### config.mk
export PLATFORM = sky130hd
export DESIGN_NAME = dplca_txop_table_ctrl
export DESIGN_NICKNAME = d
export VERILOG_FILES = /design/src/rtl/dplca_pkg.sv /design/src/rtl/dplca_age_counter.sv /design/src/rtl/dplca_txop_table_ctrl.sv
export SDC_FILE = /design/constraint.sdc
export NUM_CORES = 2
export LEC_CHECK = 0
export ABC_AREA = 1
export BUFFER_PORTS_ARGS = -buffer_cell sky130_fd_sc_hd__buf_2
export CORE_ASPECT_RATIO = 0.75
export CORE_MARGIN = 1.5
export CORE_UTILIZATION = 50
export CTS_BUF_LIST = sky130_fd_sc_hd__clkbuf_4 sky130_fd_sc_hd__clkbuf_8
export CTS_CLUSTER_SIZE = 20
export DETAILED_ROUTE_END_ITERATION = 10
export HOLD_SLACK_MARGIN = 0.08
export PLACE_DENSITY = 0.72
export SYNTH_ARGS = -nofsm -noshare
export SYNTH_HDL_FRONTEND = slang
export SYNTH_SLANG_ARGS = --single-unit
### constraint.sdc
create_clock -name clk -period 22.3 [get_ports clk]
set_input_delay 2.23 -clock clk [delete_from_list [all_inputs] [get_ports clk]]
set_output_delay 2.23 -clock clk [all_outputs]
set_load 0.01 [all_outputs]
### src/rtl/dplca_pkg.sv
// Shared DPLCA definitions: claim encodings, table geometry and control-FSM states.
// Used by the TO claim table controller and the node-ID state machine.
package dplca_pkg;

   localparam int unsigned TABLE_DEPTH    = 256;
   localparam int unsigned IDX_W          = 8;
   localparam int unsigned CLAIM_W        = 2;
   localparam int unsigned TABLE_W        = TABLE_DEPTH * CLAIM_W;
   localparam int unsigned AGE_CYCLES_DEF = 16;

   typedef enum logic [CLAIM_W-1:0] {
      FREE       = 2'b00,
      SOFT_CLAIM = 2'b01,
      HARD_CLAIM = 2'b10
   } claim_t;

   typedef enum logic [1:0] {
      IDLE  = 2'b00,
      SWEEP = 2'b01,
      DONE  = 2'b10
   } state_t;

   // One aging step for an entry with no use in the closing window; reserved decays to FREE
   function automatic logic [CLAIM_W-1:0] age_claim(input logic [CLAIM_W-1:0] c);
      return (c == HARD_CLAIM) ? SOFT_CLAIM : FREE;
   endfunction

endpackage

### src/rtl/dplca_age_counter.sv
// Modulo-AGE_CYCLES PLCA cycle counter; boundary_c flags the cycle_end that closes a window.
module dplca_age_counter
   import dplca_pkg::*;
#(
   parameter int unsigned AGE_CYCLES = AGE_CYCLES_DEF
) (
   input  logic clk,
   input  logic rst,
   input  logic clr,
   input  logic inc,
   output logic boundary_c
);

   localparam int unsigned     CNT_W    = $clog2(AGE_CYCLES);
   localparam logic [CNT_W-1:0] CNT_LAST = CNT_W'(AGE_CYCLES - 1);

   logic [CNT_W-1:0] age_cnt;

   assign boundary_c = inc && (age_cnt == CNT_LAST);

   always_ff @(posedge clk or posedge rst) begin
      if (rst) begin
         age_cnt <= '0;
      end else if (clr || boundary_c) begin
         age_cnt <= '0;
      end else if (inc) begin
         age_cnt <= age_cnt + CNT_W'(1);
      end
   end

endmodule

### src/rtl/dplca_txop_table_ctrl.sv
// DPLCA transmit-opportunity claim table: records TO use, ages claims once per window
// with a one-entry-per-clock sweep, and signals when the table is consistent.
module dplca_txop_table_ctrl
   import dplca_pkg::*;
#(
   parameter int unsigned AGE_CYCLES = AGE_CYCLES_DEF
) (
   input  logic               clk,
   input  logic               plca_reset,
   input  logic               dplca_aging,
   input  logic [IDX_W-1:0]   plca_node_count,
   input  logic               to_end,
   input  logic [IDX_W-1:0]   to_id,
   input  logic               to_used,
   input  logic               cycle_end,
   output logic [TABLE_W-1:0] txop_claim_table_unpacked,
   output logic               dplca_txop_table_upd,
   output logic               dplca_new_age,
   output logic               sweep_busy
);

   state_t                                 state;
   logic [IDX_W-1:0]                       sweep_idx;
   logic [TABLE_DEPTH-1:0][CLAIM_W-1:0]    claim_q;
   logic [TABLE_DEPTH-1:0]                 seen_q;
   logic                                   record_c;
   logic                                   boundary_c;

   assign record_c                  = to_end && to_used && (to_id < plca_node_count);
   assign txop_claim_table_unpacked = claim_q;

   dplca_age_counter #(
      .AGE_CYCLES (AGE_CYCLES)
   ) u_age_counter (
      .clk        (clk),
      .rst        (plca_reset),
      .clr        (!dplca_aging),
      .inc        (cycle_end && dplca_aging),
      .boundary_c (boundary_c)
   );

   // Table, seen bits and control FSM; recording is applied last so it wins over the sweep
   always_ff @(posedge clk or posedge plca_reset) begin
      if (plca_reset) begin
         state                <= IDLE;
         sweep_idx            <= '0;
         claim_q              <= '0;
         seen_q               <= '0;
         dplca_txop_table_upd <= 1'b0;
         dplca_new_age        <= 1'b0;
         sweep_busy           <= 1'b0;
      end else if (!dplca_aging) begin
         state                <= IDLE;
         sweep_idx            <= '0;
         claim_q              <= '0;
         seen_q               <= '0;
         dplca_txop_table_upd <= 1'b0;
         dplca_new_age        <= 1'b0;
         sweep_busy           <= 1'b0;
      end else begin
         dplca_txop_table_upd <= 1'b0;
         if (to_end) begin
            dplca_new_age <= 1'b0;
         end

         case (state)
            IDLE: begin
               if (boundary_c) begin
                  state      <= SWEEP;
                  sweep_idx  <= '0;
                  sweep_busy <= 1'b1;
               end else if (cycle_end) begin
                  dplca_txop_table_upd <= 1'b1;
               end
            end

            // Non-boundary cycle_end pulses in here are absorbed by the DONE pulse
            SWEEP: begin
               if (seen_q[sweep_idx]) begin
                  claim_q[sweep_idx] <= HARD_CLAIM;
                  seen_q[sweep_idx]  <= 1'b0;
               end else begin
                  claim_q[sweep_idx] <= age_claim(claim_q[sweep_idx]);
               end
               sweep_idx <= sweep_idx + IDX_W'(1);
               if (sweep_idx == IDX_W'(TABLE_DEPTH - 1)) begin
                  state      <= DONE;
                  sweep_busy <= 1'b0;
               end
            end

            DONE: begin
               dplca_txop_table_upd <= 1'b1;
               dplca_new_age        <= 1'b1;
               if (boundary_c) begin
                  state      <= SWEEP;
                  sweep_idx  <= '0;
                  sweep_busy <= 1'b1;
               end else begin
                  state <= IDLE;
               end
            end

            default: begin
               state      <= IDLE;
               sweep_busy <= 1'b0;
            end
         endcase

         if (record_c) begin
            claim_q[to_id] <= HARD_CLAIM;
            seen_q[to_id]  <= 1'b1;
         end
      end
   end

endmodule

==> summary.md <==
| Metric | Value |
|---|---|
| Core Footprint | `0.0918 sq mm` |
| Post-cts sizing count | `0` |
| HPWL after detailed placement | `157 mm` |
| Unrepaired setup endpoints after global routing | `false` |
| Maximum clock rate | `133 MHz` |
| Remaining Overflow, GRT | `0` |
| Synth warn | `0` |
| CP Max Fanout | `71` |
| IO Pins | `537` |
| Sequential share of the synthesized area | `42.3%` |
| Initial antenna violation count | `10` |
| # H-tree levels | `4` |
| Non-filler instance count after layout | `8592` |
| Wire per inst | `27.7 um` |
| Slew HR | `6.49%` |
| Overall power | `3.06 mW` |
| Input/output buffers | `536` |
| Post-CTS setup repair buffer count | `0` |
| First-pass GRT wire length | `338 mm` |
| Min cycle time layout | `7.52 ns` |
| Seq cells post-synth | `785` |
| Gr usage total | `48.9%` |
| Area Overhead vs Synth | `14.0%` |
| DRC Markers | `0` |
| Post-Route WL | `238 mm` |
| Hold path cells | `2` |
| Clk slew on worst S/H paths | `0.06 ns` |
| Library cells used by synthesis | `28` |
| Fill cells | `8938` |
| Sequential cell area | `0.0197 sq mm` |
| Most frequent cells in the layout | `2223 x nand2_1, 783 x dfrtp_1, 775 x nor2_1, 640 x a21oi_1, 606 x inv_1` |
| Root buf cell | `clkbuf_8` |
| Cts hold-fix bufs | `0` |
| Cell count after placement | `8331` |
| Inserted Clock Buffers | `137` |
| Post-Syn Nets | `6929` |
| Initial core utilization | `50.6%` |
| CTS tree | `done` |
| Fin nets | `7279` |
| Initial DRC count | `9093` |
| Multi-input logic area | `0.0225 sq mm` |
| Worst setup EP type | `flip-flop` |
| Setup crit start kind | `flip-flop` |
| Vias in the first global route | `49100` |
| Drt first pass iters | `8` |
| Final Wtd Congestion | `1.03` |
| Largest net degree at the start of global routing | `192` |
| Setup Skew | `0.0561 ns` |
| CP required | `23.11 ns` |
| Lkg Pwr | `27.9 nW` |
| Row count | `96` |
| Setup TNS | `0 ns` |
| Die area | `0.0947 sq mm` |
| Clock buffer depth | `3` |
| Layout cells sized above 1 | `13.2%` |
| Final setup violation count | `0` |
| Outcome | `complete, no violations` |
| Worst-Skew Late Latency | `0.94 ns` |
| Slew Viols, Final | `0` |
| Die height | `267 um` |
| Chip width | `355 um` |
| Post-route antenna net violation count | `0` |
| R2r worst-path depth | `19` |
| Via Count | `54400` |
| Via/cell ratio | `6.33` |
| Post-synthesis instance area | `0.0464 sq mm` |
| Commonest non-fill, non-tap cell in the layout | `nand2_1` |
| VDD IR max | `0.0000652 V` |
| Syn Area/Cell | `6.73 sq um` |
| Final Hold Vio Count | `0` |
| Syn Inst Count | `6895` |
| Worst-margin pin slew | `1.40 ns` |
| CTS Sinks | `785` |
| Power per cell area | `57.8 mW/mm^2` |
| Max-cap violations | `0` |
| Worst Hold Class | `reg2reg` |
| Crit Path Class | `reg2reg` |
| Fin crit share | `33.7%` |
| Arrival @ worst endpoint | `8.34 ns` |
[where the power goes]
part | internal [mW] | switching, mW | total [mW]
registers | 1.43 | 0.00107 | 1.43
clock network | 0.844 | 0.685 | 1.53
logic | 0.0104 | 0.0905 | 0.101
total | 2.28 | 0.777 | 3.06
[routing by layer]
layer	track usage [%]	vias to the layer above	share of wire, %
li1	-	23000	-
met1	61.0	25300	35
met2	66.2	4894	39
met3	21.7	1098	17
met4	36.2	12	8.6
met5	0.154	-	0.036
[metrics by stage]
| step | setup WS, ns | hold slack [ns] | util (%) | area (sq um) |
|---|---|---|---|---|
| detailed placement | 15.28 | 0.460 | 54.3 | 49800 |
| CTS | 15.31 | 0.474 | 57.6 | 52900 |
| global placement | 15.31 | 0.455 | 54.3 | 49800 |
| finish | 14.78 | 0.467 | 57.6 | 52900 |
| global route | 14.83 | 0.510 | 57.6 | 52900 |
| floorplan | 9.30 | 0.457 | - | 46400 |
[kinds of logic (layout without fill, tap and decap cells)]
| logic type | Yosys count | in the layout | share of synthesized area, % |
|---|---|---|---|
| XOR/XNOR | 2 | 2 | 0.0377 |
| buffers and inverters | 1080 | 1537 | 9.58 |
| other | 0 | 15 | 0 |
| adder cells (fa/ha/maj) | 12 | 12 | 0.324 |
| AO/OA/AOI/OAI | 1436 | 1436 | 17.0 |
| AND/OR/NAND/NOR | 3580 | 3580 | 30.7 |
| flip-flops | 785 | 785 | 42.3 |
[final timing paths]
path                                            from                                       end  slack (ns)
setup / recovery            sweep_idx[0]$_DFFE_PP0P_  txop_claim_table_unpacked[456]$_DFF_PP0_       14.78
hold / removal             dplca_new_age$_DFFE_PP0P_                 dplca_new_age$_DFFE_PP0P_        0.47
setup reg to reg            sweep_idx[0]$_DFFE_PP0P_  txop_claim_table_unpacked[456]$_DFF_PP0_       14.78
hold reg to reg            dplca_new_age$_DFFE_PP0P_                 dplca_new_age$_DFFE_PP0P_        0.47
max in group asynchronous                 plca_reset                  sweep_idx[0]$_DFFE_PP0P_       18.31
min in group asynchronous                 plca_reset                     seen_q[147]$_DFF_PP0_        1.53
[state kept, by name, summed over array words and instances, names as in the netlist]
signal                     cells
dplca_txop_table_upd           1
state                          2
dplca_new_age                  1
sweep_idx                      8
u_age_counter.age_cnt          4
txop_claim_table_unpacked    512
sweep_busy                     1
seen_q                       256
[cell usage after synthesis]
cell      number  area [sq um]
buf_2        145           726
a31oi_1       11          68.8
o22ai_1        6          37.5
nor3_1        28           140
inv_4          1          6.26
o21ai_1       76           380
dfrtp_1      785         19600
ha_1          12           150
o221ai_1       4          35.0
xor2_1         2          17.5
o32ai_1        1          8.76
inv_1        609          2290
buf_1         30           113
o211ai_1     267          2000
nor2_1       796          2990
nand3_1      452          2260
buf_4         38           285
nand2_4        1          11.3
o21ai_0      431          2160
nor2_2         7          43.8
buf_6          9           101
inv_2         20          75.1
nor2_4         3          33.8
clkinv_1       9          33.8
clkbuf_1     219           822
nand4_1       68           425
nand2_1     2225          8350
a21oi_1      640          3200
[cell type report]
class	count	area share, %
Sequential cell	785	37.1
Tap cell	1225	2.90
Timing Repair Buffer	652	6.90
Multi-Input combinational cell	5030	42.6
Inverter	639	4.60
Antenna cell	15	0.0710
Clock buffer	218	5.22
Clock inverter	28	0.551
[worst max-delay path, stage by stage, from the launching register on]
cell and delay [ns]:
dfrtp_4 0.78, buf_4 0.67, buf_4 0.59, buf_4 0.69, nand2_1 0.11, nand3_1 0.10, o21ai_1 0.07, nand2_1 0.05
nand2_1 0.10, nor2_1 0.24, nor2_1 0.07, nor2_1 0.09, nand2_1 0.05, nand2_1 0.06, nand2_1 0.09, nor2_4 0.93
buf_4 0.72, nand3_4 0.78, buf_4 0.72, a21oi_1 0.31
No activity file was read; power rests on OpenSTA's default activity.
